--- src/rtl/ex_muldiv_seq.sv ---
// Iterative unsigned multiply/divide sequencer beside the EX stage.
// Runs MUL/MULHU/DIVU/REMU in a fixed XLEN-cycle loop, stalls the front
// of the pipeline while busy and strobes the result for one cycle.
module ex_muldiv_seq #(
    parameter int unsigned XLEN  = 32,
    parameter int unsigned CNT_W = $clog2(XLEN)
) (
    input  logic            clk,
    input  logic            rst_n,
    input  logic            req_valid,
    input  logic [1:0]      req_op,
    input  logic [XLEN-1:0] req_a,
    input  logic [XLEN-1:0] req_b,
    input  logic [4:0]      req_rd_addr,
    input  logic            flush,
    output logic            stall,
    output logic            busy,
    output logic            result_valid,
    output logic [XLEN-1:0] result,
    output logic [4:0]      result_rd_addr
);

    localparam logic [CNT_W-1:0] LAST_ITER = CNT_W'(XLEN - 1);

    typedef enum logic [1:0] {
        ST_IDLE = 2'd0,
        ST_RUN  = 2'd1,
        ST_DONE = 2'd2
    } state_t;

    state_t            state;
    logic [CNT_W-1:0]  cnt;
    logic [1:0]        op;
    logic [XLEN-1:0]   a_q;
    logic [XLEN-1:0]   b_q;
    logic [4:0]        rd_q;
    // acc: product high half (multiply) or partial remainder (divide)
    // lo : product low half / multiplier, or dividend shifting into quotient
    logic [XLEN:0]     acc;
    logic [XLEN-1:0]   lo;

    logic [XLEN:0]     mul_sum;
    logic [XLEN:0]     div_shift;
    logic [XLEN:0]     div_diff;
    logic              div_ge;
    logic [XLEN-1:0]   res_sel;

    // One shift-add (multiply) and one restoring trial subtract (divide) step
    always_comb begin
        mul_sum   = acc + {1'b0, (lo[0] ? a_q : {XLEN{1'b0}})};
        div_shift = {acc[XLEN-1:0], lo[XLEN-1]};
        div_diff  = div_shift - {1'b0, b_q};
        div_ge    = (div_shift >= {1'b0, b_q});
    end

    // Sequencer state, operand latches and iteration datapath
    always_ff @(posedge clk or negedge rst_n) begin
        if (!rst_n) begin
            state <= ST_IDLE;
            cnt   <= '0;
            op    <= '0;
            a_q   <= '0;
            b_q   <= '0;
            rd_q  <= '0;
            acc   <= '0;
            lo    <= '0;
        end else begin
            case (state)
                ST_IDLE: begin
                    if (req_valid && !flush) begin
                        op    <= req_op;
                        a_q   <= req_a;
                        b_q   <= req_b;
                        rd_q  <= req_rd_addr;
                        acc   <= '0;
                        lo    <= req_op[1] ? req_a : req_b;
                        cnt   <= '0;
                        state <= ST_RUN;
                    end
                end
                ST_RUN: begin
                    if (flush) begin
                        state <= ST_IDLE;
                    end else begin
                        if (op[1]) begin
                            acc <= div_ge ? div_diff : div_shift;
                            lo  <= {lo[XLEN-2:0], div_ge};
                        end else begin
                            acc <= {1'b0, mul_sum[XLEN:1]};
                            lo  <= {mul_sum[0], lo[XLEN-1:1]};
                        end
                        cnt <= cnt + CNT_W'(1);
                        if (cnt == LAST_ITER) begin
                            state <= ST_DONE;
                        end
                    end
                end
                ST_DONE: begin
                    state <= ST_IDLE;
                end
                default: begin
                    state <= ST_IDLE;
                end
            endcase
        end
    end

    // Odd ops (MULHU, REMU) take the upper/remainder register
    always_comb begin
        res_sel = op[0] ? acc[XLEN-1:0] : lo;
    end

    // Pipeline-facing controls; flush and reset take effect in the same cycle
    always_comb begin
        stall          = rst_n && !flush &&
                         (((state == ST_IDLE) && req_valid) || (state == ST_RUN));
        busy           = (state != ST_IDLE);
        result_valid   = (state == ST_DONE) && !flush;
        result         = result_valid ? res_sel : {XLEN{1'b0}};
        result_rd_addr = result_valid ? rd_q : 5'd0;
    end

endmodule

--- config.mk ---
export PLATFORM = sky130hd
export DESIGN_NAME = ex_muldiv_seq
export DESIGN_NICKNAME = d
export VERILOG_FILES = /design/src/rtl/ex_muldiv_seq.sv
export SDC_FILE = /design/constraint.sdc
export NUM_CORES = 1
export LEC_CHECK = 0
export BUFFER_PORTS_ARGS = -buffer_cell sky130_fd_sc_hd__buf_2
export CAP_MARGIN = 10
export CORE_ASPECT_RATIO = 0.8
export CORE_MARGIN = 2
export CORE_UTILIZATION = 40
export DETAILED_ROUTE_END_ITERATION = 8
export PLACE_DENSITY = 0.59
export SLEW_MARGIN = 25
export SYNTH_ARGS = -nofsm -noshare
export SYNTH_HDL_FRONTEND = slang
export SYNTH_SLANG_ARGS = --single-unit
--- constraint.sdc ---
create_clock -name clk -period 8.5 [get_ports clk]
set_input_delay 1.275 -clock clk [delete_from_list [all_inputs] [get_ports clk]]
set_output_delay 1.275 -clock clk [all_outputs]
set_load 0.01 [all_outputs]
==> results.txt <==
Worst EP required -> 7220 ps
crit start category -> input pin
clock skew -> 10.32 ps
Hold Path Stages -> 1
min Tclk post-route -> 4201 ps
Setup violations, final -> 0
Ys Warns -> 0
Hold Crit Start -> rd_q[1]
# IOs -> 115
worst reg-to-reg setup slack -> 4540 ps
clk buf depth -> 2
vias in the first global route -> 9257
Setup Fix Bufs, Post-CTS -> 0
Slew Limit Fails -> 0
largest net degree at the start of global routing -> 100
final wirelength -> 31.45 mm
final net count -> 1486
clk sinks -> 143
Cells after Synth -> 1275
Pre-Repair DR Iteration Count -> 5
CP Data Arrival Time -> 2930 ps
Wirelength per Cell -> 18.29 um
share of layout cells above drive strength 1 -> 18.88%
top cells by area, synth -> dfrtp_1 33%, ha_1 7.5%, mux2_2 7.4%
initial antenna violation count -> 0
port buffer count -> 114
final hold viol count -> 0
RSZ-0062 raised after global routing -> false
maxcap violations -> 0
Residual DRC -> 0
most common library cells after synthesis -> 143 x dfrtp_1, 131 x nand2_1, 114 x nor2_1, 111 x o21ai_0, 103 x a21oi_1
Synthesized Nets -> 1418
asr flop ratio synth -> 100.0%
GR Overflow Total -> 0
r2r startpoint -> acc[1]
DIE HEIGHT -> 152.2 um
Crit path max-delay family -> simple AND/OR/NAND/NOR gates
crit path cell chain -> buf_2 -> nor2_1 -> nand2_1 -> buf_4 -> nor2_1 -> buf_2
crit path capture type -> output port
Fmax -> 0.2380 GHz
clk_lat worst skew -> 440 ps
clk slew on worst S/H paths -> 60 ps
Die Wd -> 189.3 um
number of buffers created by CTS -> 17
CTS Hold Bufs -> 0
Post-synth EDFFs -> 0
worst r2r dst -> acc[16]
dpl cells -> 1687
slowest stage delay, CP -> 540 ps
Worst VDD drop -> 167.7 uV
status -> completed
Slew @ Worst Pin -> 1053 ps
P_leak -> 5.941 nW
most frequent cell after synthesis -> dfrtp_1
PD cells -> 329.7 nW/um^2
Filler cells -> 2731
Total Routing Usage GR -> 22.12%
fin cells -> 1720
largest area contributor in the netlist -> dfrtp_1
Core ar. -> 27160 um^2
Worst path depth -> 6
Final TNS setup -> 0 ps
# rows -> 54
DP Wirelength -> 22.38 mm
Yosys top cell area share -> 32.57%
Area growth syn-to-layout -> 13.77%
die area -> 28820 um^2
Buf/Inv on CP -> 3
routed vias -> 9540
min-delay worst type -> reg2reg
H-tree depth -> 4
critical path peak fanout -> 17
Worst Hold End -> rd_q[1]
reg2reg path depth -> 12
CTS tree -> built
Root Driver -> clkbuf_16
top_reg_cell synth -> dfrtp_1
Seq/Total Area, Yosys -> 32.57%
Worst slew margin -> 29.57%
vias per cell -> 5.547
Critical Path Slowest Stage Cell -> nand2_1
Distinct cells, synth -> 72
Antenna Nets Post-Route -> 0
drt initial violations -> 643
Post-CTS Resized -> 0
first-pass GRT wire length -> 50.83 mm
crit share post-route -> 49.43%
Starting Density -> 40.45%
Ant. Diodes -> 0
syn_area_per_cell -> 8.617 um^2
synthesized area -> 10990 um^2
CP Class -> in2out
Yosys reg bits -> 143
routability cong. -> 0.8657
-- power breakdown --
part           internal (mW)  switching [mW]
combinational          0.923            1.28
clock                  0.507           0.303
sequential             0.865           0.248
-- per-layer routing --
layer  vias up  wire length (um)  GRT usage [%]  share of wire (%)
met3        26              1771          3.685                5.6
met5         -                 0              0                  0
met2       259             13190          32.60                 42
met4         0               337          5.722                1.1
li1       4683                 -              -                  -
met1      4572             16160          33.38                 51
-- state kept, by name, summed over array words and instances, names as in the netlist --
register / cells
acc: 33
cnt: 5
state: 2
b_q: 32
rd_q: 5
lo: 32
op: 2
a_q: 32
-- worst register-to-register path, cell delays in order (launching register included) --
cell,delay (ps)
dfrtp_1,460
ha_1,410
o21a_1,210
o31a_1,140
o22ai_1,430
a21oi_1,170
o21a_1,320
a21oi_4,610
buf_4,500
nor2_1,130
a21oi_1,130
nor2_1,50
a221o_1,280
-- metrics by stage --
| stage | power [mW] | setup WS [ps] | instance area, um^2 | utilization, % | hold slack [ps] |
|---|---|---|---|---|---|
| 6_report | 4.121 | 4299 | 12500 | 46.02 | 502.1 |
| 5_1_grt | 4.434 | 4108 | 12500 | 46.02 | 515.1 |
| 4_1_cts | 4.110 | 4280 | 12460 | 45.89 | 503.4 |
| 3_5_place_dp | 3.268 | 4284 | 11840 | 43.59 | 490.0 |
| 3_3_place_gp | 3.257 | 4384 | 11840 | 43.59 | 483.2 |
| 2_1_floorplan | 2.729 | 4839 | 10990 | - | 472.1 |
-- cells in the final DEF (no fill, tap or decap), types with 5 or more instances in the layout --
master | Yosys | layout
a211oi_1 | 10 | 10
a21o_1 | 28 | 28
a21oi_1 | 103 | 102
a22o_1 | 9 | 9
a22oi_1 | 15 | 15
a31o_2 | 5 | 5
a31oi_1 | 7 | 7
and2_1 | 37 | 37
and3_1 | 12 | 12
buf_2 | 9 | 113
buf_4 | 1 | 11
clkbuf_16 | 0 | 17
dfrtp_1 | 143 | 140
ha_1 | 66 | 66
inv_1 | 48 | 48
mux2_2 | 72 | 72
mux2i_1 | 71 | 71
nand2_1 | 131 | 131
nand2b_1 | 9 | 9
nand3_1 | 13 | 13
nand4_1 | 15 | 15
nor2_1 | 114 | 113
nor2b_1 | 11 | 10
nor3_1 | 12 | 12
o211ai_1 | 11 | 11
o21a_1 | 6 | 6
o21ai_0 | 111 | 111
o21ai_1 | 9 | 9
o21bai_1 | 8 | 8
xnor2_1 | 33 | 33
xor2_1 | 21 | 21
-- cell type report --
class / instances / area [um^2] / share of cell area [%]
Sequential cell: 143 / 3585 / 28.68
Multi-Input combinational cell: 1006 / 6955 / 55.65
Tap cell: 364 / 455.4 / 3.644
Clock inverter: 9 / 157.7 / 1.261
Inverter: 48 / 180.2 / 1.441
Timing Repair Buffer: 127 / 698.2 / 5.586
Clock buffer: 23 / 467.9 / 3.744
-- worst max path at each step --
stage | startpoint | to
2_1_floorplan | flush | stall
3_3_place_gp | flush | result[30]
3_5_place_dp | flush | result[24]
4_1_cts | flush | result[24]
5_1_grt | flush | result[15]
6_report | flush | result[24]
-- kinds of logic (layout without fill, tap and decap cells) --
group                    Yosys count  after routing  synth area share (%)
XOR/XNOR                          54             54                 4.305
flip-flops                       143            143                 32.57
adder cells (fa/ha/maj)           68             68                 7.881
AO/OA/AOI/OAI                    369            369                 21.15
AND/OR/NAND/NOR                  372            372                 15.81
buffers and inverters            126            207                 4.441
multiplexers                     143            143                 13.85
Note: power is estimated with default switching activity, not from simulation.
